`src/rtl/cgra_pkg.sv`:
```
// Shared state encoding, sizing helper and default timing constants for the
// CGRA kernel sequencer.
package cgra_pkg;

    localparam int STATE_W       = 3;
    localparam int DEF_TIMEOUT   = 1024;
    localparam int DEF_DRAIN_CYC = 2;

    typedef enum logic [STATE_W-1:0] {
        ST_IDLE      = 3'd0,
        ST_ARM       = 3'd1,
        ST_WAIT_BUSY = 3'd2,
        ST_RUN       = 3'd3,
        ST_DRAIN     = 3'd4,
        ST_DONE      = 3'd5
    } state_e;

    function automatic int clog2(input int value);
        int remaining;
        int result;
        remaining = value - 32'sd1;
        result    = 32'sd0;
        while (remaining > 32'sd0) begin
            result    = result + 32'sd1;
            remaining = remaining >>> 1;
        end
        return result;
    endfunction

endpackage

```
`src/rtl/cgra_chan_agu.sv`:
```
// Per-channel address generator: keeps the running base for the current
// iteration and forms the BRAM byte address and byte enables during a run.
module cgra_chan_agu
    import cgra_pkg::*;
#(
    parameter int SYS_DWIDTH = 32,
    parameter int BYTE_LEN   = 4
)
(
    input  logic                  clk,
    input  logic                  rst_n,
    input  logic                  load,
    input  logic                  step,
    input  logic                  run,
    input  logic                  store_en,
    input  logic [SYS_DWIDTH-1:0] load_base,
    input  logic [SYS_DWIDTH-1:0] stride,
    input  logic [SYS_DWIDTH-1:0] word_cnt,
    output logic [SYS_DWIDTH-1:0] addr,
    output logic [BYTE_LEN-1:0]   wen
);

    localparam int BYTE_SHIFT = clog2(BYTE_LEN);

    logic [SYS_DWIDTH-1:0] cur_base_r;

    // Running base: loaded at batch start, advanced by the stride between iterations.
    always_ff @(posedge clk or negedge rst_n) begin
        if (!rst_n) begin
            cur_base_r <= {SYS_DWIDTH{1'b0}};
        end else if (load) begin
            cur_base_r <= load_base;
        end else if (step) begin
            cur_base_r <= cur_base_r + stride;
        end else begin
            cur_base_r <= cur_base_r;
        end
    end

    // Address and byte enables are driven only while the array is running.
    always_comb begin
        addr = {SYS_DWIDTH{1'b0}};
        wen  = {BYTE_LEN{1'b0}};
        if (run) begin
            addr = cur_base_r + (word_cnt << BYTE_SHIFT);
            wen  = {BYTE_LEN{store_en}};
        end else begin
            addr = {SYS_DWIDTH{1'b0}};
            wen  = {BYTE_LEN{1'b0}};
        end
    end

endmodule

```
`src/rtl/cgra_kernel_seq.sv`:
```
// Kernel sequencer between the PE array and its BRAM channels: launches
// Cfg_Iter back-to-back kernel runs with strided bases and a busy timeout.
module cgra_kernel_seq
    import cgra_pkg::*;
#(
    parameter int NUM_CH     = 2,
    parameter int SYS_DWIDTH = 32,
    parameter int BYTE_LEN   = 4,
    parameter int ITER_W     = 16,
    parameter int TIMEOUT    = DEF_TIMEOUT,
    parameter int DRAIN_CYC  = DEF_DRAIN_CYC
)
(
    input  logic                           Clk,
    input  logic                           Resetn,
    output logic [NUM_CH-1:0]              Port_Clk,
    output logic [NUM_CH-1:0]              Port_Rst,
    output logic [NUM_CH-1:0]              Port_En,
    output logic [NUM_CH*BYTE_LEN-1:0]     Port_Wen,
    output logic [NUM_CH*SYS_DWIDTH-1:0]   Port_Addr,
    output logic [NUM_CH*SYS_DWIDTH-1:0]   Port_Data_To_Bram,
    input  logic [NUM_CH*SYS_DWIDTH-1:0]   Port_Data_From_Bram,
    output logic [NUM_CH*SYS_DWIDTH-1:0]   Array_Load_Data,
    input  logic [NUM_CH*SYS_DWIDTH-1:0]   Array_Store_Data,
    input  logic [NUM_CH-1:0]              Array_Store_En,
    output logic                           Array_Start,
    input  logic                           Array_Busy,
    input  logic [NUM_CH*SYS_DWIDTH-1:0]   Cfg_Base,
    input  logic [SYS_DWIDTH-1:0]          Cfg_Stride,
    input  logic [ITER_W-1:0]              Cfg_Iter,
    input  logic                           Computation_Start,
    output logic                           Computation_Done,
    output logic                           Error,
    output logic [ITER_W-1:0]              Iter_Cnt
);

    localparam int TO_W = (clog2(TIMEOUT) > 0) ? clog2(TIMEOUT) : 1;
    localparam int DR_W = (clog2(DRAIN_CYC) > 0) ? clog2(DRAIN_CYC) : 1;
    localparam logic [TO_W-1:0]       TO_LAST  = TO_W'(TIMEOUT - 1);
    localparam logic [DR_W-1:0]       DR_LAST  = DR_W'(DRAIN_CYC - 1);
    localparam logic [TO_W-1:0]       TO_ONE   = TO_W'(1'b1);
    localparam logic [DR_W-1:0]       DR_ONE   = DR_W'(1'b1);
    localparam logic [SYS_DWIDTH-1:0] WORD_ONE = SYS_DWIDTH'(1'b1);
    localparam logic [ITER_W-1:0]     ITER_ONE = ITER_W'(1'b1);

    state_e                state_r;
    state_e                state_s;
    logic                  start_prev_r;
    logic                  start_edge_s;
    logic                  capture_s;
    logic                  step_s;
    logic                  set_err_s;
    logic                  iter_inc_s;
    logic [ITER_W-1:0]     iter_next_s;
    logic [ITER_W-1:0]     iter_cfg_r;
    logic [ITER_W-1:0]     iter_cnt_r;
    logic [SYS_DWIDTH-1:0] stride_r;
    logic [SYS_DWIDTH-1:0] word_cnt_r;
    logic [TO_W-1:0]       to_cnt_r;
    logic [DR_W-1:0]       drain_cnt_r;
    logic                  start_r;
    logic                  run_r;
    logic                  done_r;
    logic                  error_r;

    assign start_edge_s = Computation_Start & ~start_prev_r;
    assign iter_next_s  = iter_cnt_r + ITER_ONE;

    // Next-state logic and the one-cycle control strobes for the datapath.
    always_comb begin
        state_s    = state_r;
        capture_s  = 1'b0;
        step_s     = 1'b0;
        set_err_s  = 1'b0;
        iter_inc_s = 1'b0;
        case (state_r)
            ST_IDLE: begin
                if (start_edge_s) begin
                    capture_s = 1'b1;
                    if (Cfg_Iter != {ITER_W{1'b0}}) begin
                        state_s = ST_ARM;
                    end else begin
                        state_s = ST_DONE;
                    end
                end else begin
                    state_s = ST_IDLE;
                end
            end
            ST_ARM: begin
                state_s = ST_WAIT_BUSY;
            end
            ST_WAIT_BUSY: begin
                // Busy wins over the timeout when both land on the same cycle.
                if (Array_Busy) begin
                    state_s = ST_RUN;
                end else if (to_cnt_r == TO_LAST) begin
                    set_err_s = 1'b1;
                    state_s   = ST_DONE;
                end else begin
                    state_s = ST_WAIT_BUSY;
                end
            end
            ST_RUN: begin
                if (!Array_Busy) begin
                    state_s = ST_DRAIN;
                end else begin
                    state_s = ST_RUN;
                end
            end
            ST_DRAIN: begin
                if (drain_cnt_r == DR_LAST) begin
                    iter_inc_s = 1'b1;
                    if (iter_next_s < iter_cfg_r) begin
                        step_s  = 1'b1;
                        state_s = ST_ARM;
                    end else begin
                        state_s = ST_DONE;
                    end
                end else begin
                    state_s = ST_DRAIN;
                end
            end
            ST_DONE: begin
                if (!Computation_Start) begin
                    state_s = ST_IDLE;
                end else begin
                    state_s = ST_DONE;
                end
            end
            default: begin
                state_s = ST_IDLE;
            end
        endcase
    end

    // State register, start-edge history and registered output strobes.
    always_ff @(posedge Clk or negedge Resetn) begin
        if (!Resetn) begin
            state_r      <= ST_IDLE;
            start_prev_r <= 1'b0;
            start_r      <= 1'b0;
            run_r        <= 1'b0;
            done_r       <= 1'b0;
        end else begin
            state_r      <= state_s;
            start_prev_r <= Computation_Start;
            start_r      <= (state_s == ST_ARM);
            run_r        <= (state_s == ST_RUN);
            done_r       <= (state_s == ST_DONE);
        end
    end

    // Batch shadow registers, completed-iteration count and sticky error.
    always_ff @(posedge Clk or negedge Resetn) begin
        if (!Resetn) begin
            iter_cfg_r <= {ITER_W{1'b0}};
            stride_r   <= {SYS_DWIDTH{1'b0}};
            iter_cnt_r <= {ITER_W{1'b0}};
            error_r    <= 1'b0;
        end else if (capture_s) begin
            iter_cfg_r <= Cfg_Iter;
            stride_r   <= Cfg_Stride;
            iter_cnt_r <= {ITER_W{1'b0}};
            error_r    <= 1'b0;
        end else begin
            if (iter_inc_s) begin
                iter_cnt_r <= iter_next_s;
            end else begin
                iter_cnt_r <= iter_cnt_r;
            end
            if (set_err_s) begin
                error_r <= 1'b1;
            end else begin
                error_r <= error_r;
            end
        end
    end

    // Word, timeout and drain counters; the latter two rest at zero outside their states.
    always_ff @(posedge Clk or negedge Resetn) begin
        if (!Resetn) begin
            word_cnt_r  <= {SYS_DWIDTH{1'b0}};
            to_cnt_r    <= {TO_W{1'b0}};
            drain_cnt_r <= {DR_W{1'b0}};
        end else begin
            if (capture_s || step_s) begin
                word_cnt_r <= {SYS_DWIDTH{1'b0}};
            end else if (state_r == ST_RUN) begin
                word_cnt_r <= word_cnt_r + WORD_ONE;
            end else begin
                word_cnt_r <= word_cnt_r;
            end
            if (state_r == ST_WAIT_BUSY) begin
                to_cnt_r <= to_cnt_r + TO_ONE;
            end else begin
                to_cnt_r <= {TO_W{1'b0}};
            end
            if (state_r == ST_DRAIN) begin
                drain_cnt_r <= drain_cnt_r + DR_ONE;
            end else begin
                drain_cnt_r <= {DR_W{1'b0}};
            end
        end
    end

    for (genvar c = 0; c < NUM_CH; c++) begin : g_chan
        cgra_chan_agu #(
            .SYS_DWIDTH (SYS_DWIDTH),
            .BYTE_LEN   (BYTE_LEN)
        ) u_agu (
            .clk       (Clk),
            .rst_n     (Resetn),
            .load      (capture_s),
            .step      (step_s),
            .run       (run_r),
            .store_en  (Array_Store_En[c]),
            .load_base (Cfg_Base[c*SYS_DWIDTH +: SYS_DWIDTH]),
            .stride    (stride_r),
            .word_cnt  (word_cnt_r),
            .addr      (Port_Addr[c*SYS_DWIDTH +: SYS_DWIDTH]),
            .wen       (Port_Wen[c*BYTE_LEN +: BYTE_LEN])
        );
    end

    assign Port_Clk          = {NUM_CH{Clk}};
    assign Port_Rst          = {NUM_CH{~Resetn}};
    assign Port_En           = {NUM_CH{run_r}};
    assign Port_Data_To_Bram = Array_Store_Data;
    assign Array_Load_Data   = Port_Data_From_Bram;
    assign Array_Start       = start_r;
    assign Computation_Done  = done_r;
    assign Error             = error_r;
    assign Iter_Cnt          = iter_cnt_r;

endmodule

```
`config.mk`:
```
export PLATFORM = sky130hd
export DESIGN_NAME = cgra_kernel_seq
export DESIGN_NICKNAME = d
export VERILOG_FILES = /design/src/rtl/cgra_pkg.sv /design/src/rtl/cgra_chan_agu.sv /design/src/rtl/cgra_kernel_seq.sv
export SDC_FILE = /design/constraint.sdc
export NUM_CORES = 1
export LEC_CHECK = 0
export CAP_MARGIN = 20
export CORE_AREA = 2 2 182 184
export CTS_CLUSTER_SIZE = 24
export DETAILED_ROUTE_END_ITERATION = 16
export DIE_AREA = 0 0 184 186
export PLACE_DENSITY = 0.8
export REMOVE_ABC_BUFFERS = 1
export SYNTH_ARGS = -nofsm -noshare
export SYNTH_HDL_FRONTEND = slang
export SYNTH_SLANG_ARGS = --single-unit
```
`constraint.sdc`:
```
create_clock -name Clk -period 6.95 [get_ports Clk]
set_clock_uncertainty 0.1 [all_clocks]
set_input_delay 2.085 -clock Clk [delete_from_list [all_inputs] [get_ports Clk]]
set_output_delay 2.085 -clock Clk [all_outputs]
set_load 0.01 [all_outputs]
```
Yosys cells after proc, flatten, opt, wreduce, memory -nomap -nowiden:

Index checks and enable logic that the tools add are counted.

* flip-flop bits (word level): 179
* word-level logic and storage cells: 77

* add/sub/neg operators: 8
* $lt $le $gt $ge: 1
* eq/ne operators: 9
* muxes and demuxes: 35
* bitwise logic cells: 3
* reduce and logical (&&, ||, !) cells: 7

Operators by type and width (count)
* two-way mux 32 bit: 8
* adder 32 bit: 4
* adder 32 x 1 -> 32 bit, second input constant: 1
* two-way mux 16 bit: 2
* two-way mux 3 bit: 8
* case mux 3 bit (6 select lines): 1
* adder 16 x 1 -> 16 bit, second input constant: 1
* < comparator 16 bit: 1
* nonzero test 16 bit: 1
* two-way mux 1 bit: 13
* adder 10 x 1 -> 10 bit, second input constant: 1
* == test 10 bit, second input constant: 1
* two-way mux 10 bit: 1
* == test 3 x 2 -> 1 bit, second input constant: 3
* == test 3 bit, second input constant: 3
* two-way mux 4 bit: 2
* nonzero test 2 bit: 4
* == test 3 x 1 -> 1 bit, second input constant: 2
* logical NOT 3 bit: 1
* NOT 1 bit: 2
* adder 1 bit, second input constant: 1
* AND 1 bit: 1
* logical OR 1 bit: 1

Depth between registers and ports, before layout:

* depth in word-level cells: 7
* gate-level depth with buffers: 20
* gate-level depth less buffers: 18

Modules after synthesis:

Synthesis repeated with hierarchy kept, for this count alone.

* cell total of the unflattened synthesis: 1989
* area, all modules: 16351.9 sq um

By module, submodules not included
* cgra_chan_agu: instances 2, cells an instance 627, area an instance 4835.9 sq um, sequential area each 800.8 sq um
* cgra_kernel_seq: instances 1, cells an instance 735, area an instance 6680.2 sq um, sequential area each 2877.8 sq um

==> results.ini <==
[routing]
routedWlPerCell_um = 28.7
ant_nets = 0
drt_pass1_iterations = 6
drc = 0
wirelength_um = 67300
num_vias = 14082
viasPerCell = 5.99
drt_iter0_markers = 1001

[yosys]
ys_types = 66
ys_warn_count = 0
synth_edf_count = 0
synth_cells = 1869
ys_ff_latch = 177
async_flop_share_pct = 100
synth_area_per_cell_um2 = 8.00
ys_seq_area_share_pct = 29.6
ys.flop_type = dfrtp_1
syn-cell-area_mm2 = 0.0150

[floorplan]
design.core.area_mm2 = 0.0322
rows = 66
die_h_um = 186
io_pins = 471
die-width_um = 184
initial_utilization_pct = 46.4
dieArea_mm2 = 0.0342

[cells_and_area]
final_layout_size_suffix_gt1_share_pct = 3.92
layout_commonest_cell = nand2_1
utilization_pct = 53.6
final_cells = 2349
area_delta_synth_final_pct = 15.5
final_cell_mix = 229 x nand2_1, 216 x nor2_1, 213 x clkdlybuf4s50_1
nNetsFinal = 2315

[placement]
numPortBuffers = 214
place.gp.congestion = 1.04
dp_hpwl_um = 56200
place_inst = 2310

[min_path]
hp-class = register to register

[run]
maxCapViolations = 0

[global_routing]
met2_usage_pct = 56.6
grt_start_max_net_pins = 83
grt_pass1_wl_um = 92900
grt.total_usage_pct = 39.1
grt_most_used_layer = met2
grt_use_met1_pct = 35.3
grt_pass1_vias = 13205
grt_overflow_total = 0
grt_use_met3_pct = 30.7
antenna_found_initial = 3

[worst_setup_path]
r2r_setup_slack_ns = 1.64
crit_type = register to output pin
crit_fanout = 5
setup.worst_path.end_class = output pin
cp.required_ns = 4.76
worstSetupStartpointType = register
arrival_ns = 4.61

[cts]
clk_pin_slew_ns = 0.08
cts_tree = yes
clock_latency_ns = 0.56
cts_hold_buf = 0

[sta]
relSlewSlack_pct = 27.9
hold_viol_final = 0
tightestPinTransition_ns = 1.08
hold_slack_ns = 0.362
period_minus_slack_ns = 6.80
fmax_mhz = 147
finalMaxSlewViolations = 0
period_share_pct = 97.8
finalSetupViolCount = 0

[pwr]
power.leakage_nw = 7.87
peakVddDrop_mv = 0.263
p_per_area_mw_per_mm2 = 445

[outcome]
status = completed

cell usage after synthesis, drive strengths merged (4+ instances only):
library cell | count | area [um2]
or3 | 9 | 56.3
xnor2 | 62 | 543
nor4 | 9 | 56.3
a211oi | 20 | 150
dfrtp | 177 | 4430
o22ai | 9 | 56.3
a31oi | 16 | 100
o21bai | 13 | 97.6
a2111oi | 5 | 50.0
xor2 | 68 | 596
nand2 | 230 | 863
or2 | 4 | 25.0
nand4 | 15 | 100
nand2b | 16 | 100
inv | 49 | 184
nor2 | 216 | 811
fa | 4 | 80.1
ha | 138 | 1730
o21ai | 147 | 736
a311oi | 8 | 76.3
nand3 | 43 | 215
nor2b | 22 | 138
a21o | 43 | 323
a221oi | 6 | 52.6
o21a | 23 | 173
a21boi | 4 | 30.0
mux2i | 8 | 80.1
clkbuf | 42 | 158
a22o | 5 | 43.8
buf | 153 | 1100
a21oi | 157 | 790
and2 | 15 | 93.8
and3 | 46 | 288
nor3 | 33 | 165
o31ai | 6 | 45.0
o211ai | 12 | 90.1
layer usage:
| layer | routed length, um | vias up |
|---|---|---|
| met5 | 562 | - |
| met4 | 6220 | 12 |
| met3 | 12500 | 163 |
| met2 | 27400 | 810 |
| met1 | 20700 | 6542 |
| li1 | - | 6555 |
state kept, by name, indices dropped and copies added, names as in the netlist:
name                     count
g_chan.u_agu.cur_base_r     64
stride_r                    32
word_cnt_r                  30
Iter_Cnt                    16
iter_cfg_r                  16
to_cnt_r                    10
state_r                      3
Array_Start                  1
Computation_Done             1
Error                        1
drain_cnt_r                  1
run_r                        1
start_prev_r                 1
report_power, final:
group / internal [mW] / switching (mW)
sequential: 1.41 / 0.448
clock: 0.675 / 0.493
combinational: 2.08 / 2.59
total: 4.17 / 3.53
cell type report:
type / count / area [um2]
repair buffers: 228 / 2280
well taps: 408 / 510
diodes: 1 / 2.50
clock inverters: 12 / 145
inverters: 49 / 184
multi-input cells: 1448 / 9140
clock buffers: 26 / 577
flip-flops and latches: 177 / 4430
fillers: 3007 / 14900
path summary, 6_finish.rpt:
path | startpoint | end | cells after the start
worst min-delay path | to_cnt_r[0] | to_cnt_r[0] | 1
worst max register to register | Iter_Cnt[2] | g_chan[0].u_agu.cur_base_r[31] | 18
worst min register to register | to_cnt_r[0] | to_cnt_r[0] | 1
worst max-delay path | word_cnt_r[0] | Port_Addr[30] | 13
min in group asynchronous | Resetn | g_chan[0].u_agu.cur_base_r[31] | 1
max in group asynchronous | Resetn | word_cnt_r[0] | 2
through the flow:
step                      power (mW)  setup TNS, ns  setup WS [ns]  area (um2)
final                           7.69              0          0.153       17300
after detailed placement        6.41              0          0.628       16500
after CTS                       7.58              0         0.0116       17200
after global placement          6.30              0          0.706       16500
after floorplan                 4.94              0          0.697       13700
after global routing            8.27       -0.00811       -0.00811       17300
critical path, cell delays in order (launching register included):
cell and delay [ns]:
dfrtp_2 0.45, ha_1 0.24, fa_2 0.41, a211oi_4 0.31
o31ai_1 0.17, a211o_2 0.41, a2111o_1 0.47, nand2_1 0.09
o211ai_1 0.15, a21o_1 0.19, a21o_1 0.21, a31oi_2 0.20
mux2i_1 0.19, clkdlybuf4s50_1 0.55
kinds of logic after synthesis:
family	count (synthesis)	share of synthesized area (%)
compound gates	497	20.3
xor+xnor	130	7.61
fa+ha+maj	142	12.1
buf+inv	244	9.63
flops	177	29.6
mux	11	0.761
simple gates	668	20.0
what timing repair did:
| action | in CTS | in global routing |
|---|---|---|
| buffers inserted | 0 | 1 |
| gates resized for setup | 0 | 9 |
| endpoints found under the setup margin | 0 | 7 |
(Power assumes the default switching activity.)
